## src/rtl/seven_seg_scan_ctrl.sv

```systemverilog
// Four-digit common-anode seven-segment scan controller with shadow/active digit buffers.
// Optional macro LEADING_ZERO_BLANK_EN blanks leading zero digits 3..1 while driving.
module seven_seg_scan_ctrl #(
    parameter int DIV_WIDTH   = 16,
    parameter int DEAD_CYCLES = 64
) (
    input  logic       i_clk,
    input  logic       i_reset,
    input  logic       i_enable,
    input  logic       i_load_valid,
    input  logic [1:0] i_load_digit,
    input  logic [3:0] i_load_value,
    input  logic       i_load_dp,
    output logic       o_load_ready,
    output logic       o_frame_start,
    output logic [3:0] o_Segment,
    output logic [7:0] o_SevenSegmentDisplay
);

    typedef enum logic {
        ST_BLANK,
        ST_DRIVE
    } state_t;

    localparam logic [DIV_WIDTH-1:0] DEAD_LAST = DIV_WIDTH'(DEAD_CYCLES - 1);

    state_t               r_state, w_state_next;
    logic [DIV_WIDTH-1:0] r_presc, w_presc_next;
    logic [1:0]           r_idx, w_idx_next;
    logic                 w_commit;
    logic                 w_write;
    logic                 w_digit_blank;

    logic [3:0] r_shadow_val [4];
    logic       r_shadow_dp  [4];
    logic [3:0] r_active_val [4];
    logic       r_active_dp  [4];

    logic [3:0] r_seg;
    logic [7:0] r_disp;
    logic       r_frame_start;

    function automatic logic [6:0] enc(input logic [3:0] v);
        case (v)
            4'h0:    enc = 7'b1000000;
            4'h1:    enc = 7'b1111001;
            4'h2:    enc = 7'b0100100;
            4'h3:    enc = 7'b0110000;
            4'h4:    enc = 7'b0011001;
            4'h5:    enc = 7'b0010010;
            4'h6:    enc = 7'b0000010;
            4'h7:    enc = 7'b1111000;
            4'h8:    enc = 7'b0000000;
            4'h9:    enc = 7'b0010000;
            4'hA:    enc = 7'b0001000;
            4'hB:    enc = 7'b0000011;
            4'hC:    enc = 7'b1000110;
            4'hD:    enc = 7'b0100001;
            4'hE:    enc = 7'b0000110;
            default: enc = 7'b0001110;
        endcase
    endfunction

    always_ff @(posedge i_clk or posedge i_reset) begin
        if (i_reset) begin
            r_state <= ST_BLANK;
            r_presc <= '0;
            r_idx   <= '0;
        end else begin
            r_state <= w_state_next;
            r_presc <= w_presc_next;
            r_idx   <= w_idx_next;
        end
    end

    // The prescaler keeps counting through BLANK->DRIVE so a slot is exactly 2^DIV_WIDTH cycles.
    always_comb begin
        w_state_next = r_state;
        w_presc_next = r_presc;
        w_idx_next   = r_idx;
        w_commit     = 1'b0;
        if (!i_enable) begin
            w_state_next = ST_BLANK;
            w_presc_next = '0;
            w_idx_next   = '0;
        end else begin
            w_presc_next = r_presc + 1'b1;
            case (r_state)
                ST_BLANK: begin
                    if (r_presc == DEAD_LAST) begin
                        w_state_next = ST_DRIVE;
                    end
                end
                default: begin
                    if (r_presc == '1) begin
                        w_state_next = ST_BLANK;
                        w_presc_next = '0;
                        w_idx_next   = r_idx + 2'd1;
                        w_commit     = (r_idx == 2'd3);
                    end
                end
            endcase
        end
    end

    assign o_load_ready = ~w_commit;
    assign w_write      = i_load_valid & ~w_commit;

    always_ff @(posedge i_clk or posedge i_reset) begin
        if (i_reset) begin
            for (int i = 0; i < 4; i++) begin
                r_shadow_val[i] <= '0;
                r_shadow_dp[i]  <= 1'b0;
                r_active_val[i] <= '0;
                r_active_dp[i]  <= 1'b0;
            end
        end else begin
            // Active takes the pre-write shadow; a same-cycle write lands one cycle later.
            if (w_commit || !i_enable) begin
                for (int i = 0; i < 4; i++) begin
                    r_active_val[i] <= r_shadow_val[i];
                    r_active_dp[i]  <= r_shadow_dp[i];
                end
            end
            if (w_write) begin
                r_shadow_val[i_load_digit] <= i_load_value;
                r_shadow_dp[i_load_digit]  <= i_load_dp;
            end
        end
    end

`ifdef LEADING_ZERO_BLANK_EN
    logic [3:1] w_zero;
    logic [3:0] w_lz;

    for (genvar gi = 1; gi < 4; gi++) begin : g_lz
        assign w_zero[gi] = (r_active_val[gi] == 4'h0) & ~r_active_dp[gi];
        assign w_lz[gi]   = &w_zero[3:gi];
    end
    assign w_lz[0]       = 1'b0;
    assign w_digit_blank = w_lz[r_idx];
`else
    assign w_digit_blank = 1'b0;
`endif

    always_ff @(posedge i_clk or posedge i_reset) begin
        if (i_reset) begin
            r_seg         <= 4'b1111;
            r_disp        <= 8'hFF;
            r_frame_start <= 1'b0;
        end else begin
            r_frame_start <= w_commit;
            if (!i_enable || r_state == ST_BLANK) begin
                r_seg  <= 4'b1111;
                r_disp <= 8'hFF;
            end else begin
                r_seg  <= ~(4'b0001 << r_idx);
                r_disp <= w_digit_blank ? 8'hFF
                                        : {~r_active_dp[r_idx], enc(r_active_val[r_idx])};
            end
        end
    end

    assign o_Segment             = r_seg;
    assign o_SevenSegmentDisplay = r_disp;
    assign o_frame_start         = r_frame_start;

endmodule

```

## config.mk

```make
export PLATFORM = sky130hd
export DESIGN_NAME = seven_seg_scan_ctrl
export DESIGN_NICKNAME = d
export VERILOG_FILES = /design/src/rtl/seven_seg_scan_ctrl.sv
export SDC_FILE = /design/constraint.sdc
export NUM_CORES = 1
export LEC_CHECK = 0
export ABC_AREA = 1
export CORE_MARGIN = 4
export CORE_UTILIZATION = 53
export CTS_CLUSTER_SIZE = 25
export DETAILED_ROUTE_END_ITERATION = 12
export GPL_ROUTABILITY_DRIVEN = 0
export PLACE_DENSITY = 0.73
export SLEW_MARGIN = 5
export SYNTH_ARGS = -nofsm -noshare
export SYNTH_HDL_FRONTEND = slang
export SYNTH_SLANG_ARGS = --single-unit
```

## constraint.sdc

```tcl
create_clock -name i_clk -period 3.1 [get_ports i_clk]
set_clock_uncertainty 0.1 [all_clocks]
set_input_delay 0.465 -clock i_clk [delete_from_list [all_inputs] [get_ports i_clk]]
set_output_delay 0.465 -clock i_clk [all_outputs]
set_load 0.02 [all_outputs]
```

---- Word-level counts from Yosys, hierarchy flattened ----
Memories as Yosys holds them, arrays and structs flattened.
Index checks and enable logic that the tools add are counted.
storage, ports and cells
  bits of input ports ..................... 11
  bits in read-only memories .............. 112
  bits in registers ....................... 72
  memories ................................ 1
memories
  name             depth  width  read ports  clocked after memory_dff  write ports  line  source
  (no name shown)  16     7      1           0                         0            44    case (v)
operators by class
  mux-type cells .......................... 27
  magnitude comparators ................... 3
  $add $sub $neg .......................... 2
  shift operators ......................... 1
  eq/ne operators ......................... 5
  reductions and logical operators ........ 5
  bitwise gates (word level) .............. 7
operators by type and width
  operator                                                                      number
  16-bit two-way mux                                                            3
  16-bit by 1-bit adder with 16-bit output, second input constant               1
  16-bit bitwise mux                                                            1
  16-bit == test, second input constant                                         1
  16-bit by 6-bit == test with 1-bit output, second input constant              1
  4-bit two-way mux                                                             4
  1-bit two-way mux                                                             10
  4-bit binary-select mux with 2-bit select                                     1
  4-bit demux with 2-bit select                                                 1
  8-bit two-way mux                                                             1
  3-bit greater-or-equal comparator, second input constant                      2
  2-bit two-way mux                                                             3
  2-bit NOT with 3-bit output                                                   2
  4-bit bitwise mux                                                             1
  2-bit by 1-bit inequality test with 1-bit output, second input constant       2
  4-bit NOT                                                                     1
  1-bit by 2-bit left shift with 4-bit output, first input constant             1
  3-bit by 1-bit less-than comparator with 1-bit output, second input constant  1
  1-bit NOT                                                                     3
  2-bit by 1-bit adder with 2-bit output, second input constant                 1
  1-bit binary-select mux with 2-bit select                                     1
  1-bit demux with 2-bit select                                                 1
  2-bit == test, second input constant                                          1
  1-bit logical OR                                                              2
  4 further kinds                                                               4

---- Logic depth before layout (Yosys ltp) ----
  depth after elaboration ................. 6
  depth in mapped cells ................... 12
  gate-level depth less buffers ........... 11

---- Worst setup path before layout ----
Ideal clock, no wire load.
  path type ............................... flip-flop to output port
  from .................................... register r_presc[0]
  to ...................................... output port o_load_ready
  data required time ...................... 2,535 ps
  arrival time ............................ 1,297 ps
  cell stages (with the launch flop) ...... 8
  path buffers ............................ 1
  setup slack ............................. 1,238 ps
  path through ............................ dfrtp_1 ha_1 nand2_1 nor2_4 nand2_4 nor2_8 nand4_4 buf_2
between the ends
  cells in the longest elaborated chain, start to end .. 5
ends and longest elaborated chain
  element                 line  source
  start, declared         28    logic [DIV_WIDTH-1:0] r_presc, w_presc_next;
  start signal, assigned  71    r_presc <= w_presc_next;
  16-bit == test          95    if (r_presc == '1) begin
  1-bit two-way mux       95
  1-bit two-way mux       88    case (r_state)
  1-bit two-way mux       82    if (!i_enable) begin
  1-bit NOT               106   assign o_load_ready = ~w_commit;
  end, declared           14    output logic o_load_ready,
No other way between the ends.

---- Final worst setup path ----
  from .................................... register r_idx[0]
  to ...................................... output port o_load_ready
between the ends
  cells in the longest elaborated chain, start to end .. 5
ends and longest elaborated chain
  element                 line  source
  start, declared         29    logic [1:0] r_idx, w_idx_next;
  start signal, assigned  72    r_idx <= w_idx_next;
  2-bit == test           99    w_commit = (r_idx == 2'd3);
  1-bit two-way mux       95
  1-bit two-way mux       88
  1-bit two-way mux       82
  1-bit NOT               106
No other way between the ends.

==> summary.md <==
| Metric | Value |
|---|---|
| Crit path largest cell delay | `0.62 ns` |
| Syn Inst Count | `~410` |
| Syn_nets | `approximately 430` |
| Min Tclk post-route | `between 2 and 3 ns` |
| Final Non-Filler Cells | `a little over 500` |
| Synth warnings | `0` |
| CTS Hold Bufs | `0` |
| Global-route wire length before repair | `11,900 um` |
| Antenna Cells | `0` |
| Drc violations | `0` |
| Hold Fails Final Rpt | `0` |
| Synth Area in Simple Gates | `~34%` |
| Layout cells sized above 1 | `around 11%` |
| R2R Setup Slk | `between 1 and 1.5 ns` |
| Initial Util | `54.7%` |
| Maximum number of pins on one net before global-route repair | `37` |
| Status | `finished clean` |
| R2R Path End | `o_SevenSegmentDisplay[3]$_DFF_PP1_` |
| Seq/Total Area, Yosys | `52.0%` |
| Port bufs | `24` |
| DP Wirelength | `just under 5000 um` |
| Worst setup path class | `flop to output port` |
| Synthesized area | `around 3500 sq um` |
| Clk pin slew, worst setup/hold paths | `roughly 0.080 ns` |
| Die X | `about 89 um` |
| Relative slew slack | `about half` |
| Crit end category | `output port` |
| Root Buffer | `clkbuf_8` |
| Critical Path RT | `2.53 ns` |
| Initial DRC Count | `about 150` |
| Final slew viol count | `0` |
| CP cell instances | `ha_1 > nand4_4 > clkdlybuf4s50_1` |
| Routed WL per cell | `approximately 13 um` |
| CP arrival | `about 2.1 ns` |
| Core Rows | `29` |
| Lkg Pwr | `0.00200 uW` |
| Number of global-route vias before repair | `between 2,000 and 3,000` |
| Vias/cell | `between 5 and 6` |
| Max-cap violations | `0` |
| Die area | `between 7000 and 8000 sq um` |
| Die Span Y | `~89 um` |
| GRT overflow | `0` |
| Peak supply drop | `between 0.0004 and 0.0005 V` |
| Post-Synth XOR/XNOR Area | `less than 1%` |
| Delay-heaviest family, CP | `flip-flops` |
| Buf/Inv on CP | `1` |
| Combinational family with the most area after synthesis | `simple AND/OR/NAND/NOR gates` |
| FF+latch count, synth | `72` |
| Antenna Nets Post-Route | `0` |
| Slew @ Worst Pin | `0.760 ns` |
| Resized cells post-CTS | `0` |
| Antenna violations before repair | `0` |
| Io pins | `25` |
| WL final | `6780 um` |
| CTS tree | `done` |
| Adder-Cell Fraction of Synth Area | `~3.9%` |
| PwrDens | `between 500 and 600 nW/um^2` |
| Gr usage total | `19.4%` |
| Avg Inst Size Synth | `8.60 sq um` |
| Synth Area in Compound Gates | `around 3.7%` |
| Worst R2R Path Depth | `10` |
| Core Util, Final | `between 60% and 70%` |
| Core footprint | `between 6000 and 7000 sq um` |
| Fmax | `approximately 0.38 GHz` |
| Worst R2R Start | `r_idx[0]$_DFFE_PP0P_` |
| Layout Nets | `455` |
| Final TNS setup | `0 ns` |
| Startpoint types | `flop` |
| Worst Hold Slack | `between 0.2 and 0.3 ns` |
| Mux cell area share after synthesis | `0%` |
| Final Setup Violations | `0` |
| Worst setup endpoint | `o_load_ready` |
| Slowest stage cell, crit path | `dfrtp_1` |
| Crit path depth | `3` |
| Final period util | `a little under nine tenths` |
| Postcts setup bufs | `0` |
| Clock Path Buffers | `2` |
| DR pass1 iterations | `4` |
| RSZ-0062 raised after global routing | `no` |
| Vias | `~2,700` |
| CP Max Fanout | `16` |
| Clock Sinks | `72` |
| Worst setup path start | `r_idx[0]$_DFFE_PP0P_` |
| CTS Buf Count | `9` |
| Clock Latency Late Sink | `0.35 ns` |
| Synthesis-to-finish area growth | `14.2%` |
| Cell Count Post-Placement | `roughly 500` |
| Synth cell types | `35` |
| CTS H-tree depth | `3` |
| Min-delay worst type | `input port to async pin` |
[layout by cell type (no fill, tap or decap), types with 2 or more instances in the layout]
cell	synthesis	layout
nor2_4	2	2
ha_1	11	11
nor3_1	5	5
o21ai_0	11	11
nand2_1	133	133
buf_4	1	4
nand2_2	2	2
inv_1	27	26
xor2_1	2	2
dfstp_2	12	12
nor2_1	30	30
nand3_1	45	45
clkdlybuf4s50_1	0	24
nand4_1	24	24
nand2_4	4	4
clkbuf_8	0	9
dfrtp_1	60	60
clkinv_2	1	3
clkinvlp_4	0	2
a21oi_1	6	6
clkinv_4	0	2
inv_2	2	3
a31oi_1	3	3
[cells by family (layout without fill, tap and decap cells)]
| kind of cell | count (synthesis) | in the layout |
|---|---|---|
| adders and majority gates | 11 | 11 |
| buffers and inverters | 44 | 76 |
| and+or+nand+nor | 252 | 252 |
| DFF | 72 | 72 |
| AOI/OAI and AO/OA | 24 | 24 |
| xor gates and xnor gates | 3 | 3 |
[worst min path at each step]
| stage | endpoint | slack [ns] |
|---|---|---|
| final | r_presc[2]$_DFF_PP0_ | 0.28 |
| after global routing | r_presc[2]$_DFF_PP0_ | 0.30 |
| after global placement | r_shadow_val[3]$_DFFE_PP0P_ | 0.36 |
| after floorplan | r_active_dp[0]$_DFFE_PP0P_ | 0.34 |
| after detailed placement | r_shadow_val[11]$_DFFE_PP0P_ | 0.36 |
| after CTS | r_presc[2]$_DFF_PP0_ | 0.29 |
[metrics by stage]
stage	worst slack, ns	total power [uW]	instance area [sq um]
6_report	0.442	2060	3990
5_1_grt	0.294	2170	3990
4_1_cts	0.420	2070	3990
3_5_place_dp	0.807	1340	3790
3_3_place_gp	0.823	1330	3790
2_1_floorplan	0.730	1270	3490
[sequential cells by signal, indices dropped and copies added, names as in the netlist, 2 cells and up]
name,count
r_shadow_dp,4
r_presc,16
r_shadow_val,16
r_active_val,16
o_SevenSegmentDisplay,8
o_Segment,4
r_idx,2
r_active_dp,4
[metal layers]
layer  up-vias  share of wire, %  GRT usage (%)
li1       1386                 -              -
met1      1275                47           25.4
met2        65                45           30.9
met3        20               4.5           3.69
met4         0               3.0           10.0
met5         -                 0              0
[cell type report]
| type | instances | area (sq um) |
|---|---|---|
| Timing Repair Buffer | 29 | 290 |
| Clock inverter | 7 | 72.6 |
| Fill cell | 559 | 2400 |
| Tap cell | 77 | 96.3 |
| Inverter | 31 | 118 |
| Clock buffer | 9 | 124 |
| Sequential cell | 72 | 1820 |
| Multi-Input combinational cell | 290 | 1470 |
[power by group]
group	leakage, uW	internal, uW	switching (uW)
Clock	0.0000952	371	363
Combinational	0.00100	90.6	159
Sequential	0.000907	1030	51.1
Total	0.00200	1490	574
[synthesized netlist by cell type]
library cell | instances | share of area [%]
nand2_1 | 133 | 14
dfrtp_1 | 60 | 43
nand3_1 | 45 | 6.5
nor2_1 | 30 | 3.2
inv_1 | 27 | 2.9
nand4_1 | 24 | 4.3
dfstp_2 | 12 | 9.0
ha_1 | 11 | 3.9
o21ai_0 | 11 | 1.6
a21oi_1 | 6 | 0.86
nor3_1 | 5 | 0.72
buf_1 | 4 | 0.43
buf_2 | 4 | 0.57
buf_6 | 4 | 1.3
nand2_4 | 4 | 1.3
a31oi_1 | 3 | 0.54
inv_2 | 2 | 0.22
nand2_2 | 2 | 0.36
nor2_4 | 2 | 0.65
xor2_1 | 2 | 0.50
and3_1 | 1 | 0.18
buf_4 | 1 | 0.22
clkinv_1 | 1 | 0.11
clkinv_2 | 1 | 0.14
nand4_4 | 1 | 0.61
nor2_8 | 1 | 0.57
nor3_4 | 1 | 0.47
nor4_1 | 1 | 0.18
o211ai_1 | 1 | 0.22
o21ai_1 | 1 | 0.14
o21bai_1 | 1 | 0.22
o22ai_1 | 1 | 0.18
or2_0 | 1 | 0.18
or2_2 | 1 | 0.18
xnor2_1 | 1 | 0.25
(Power assumes the default switching activity.)
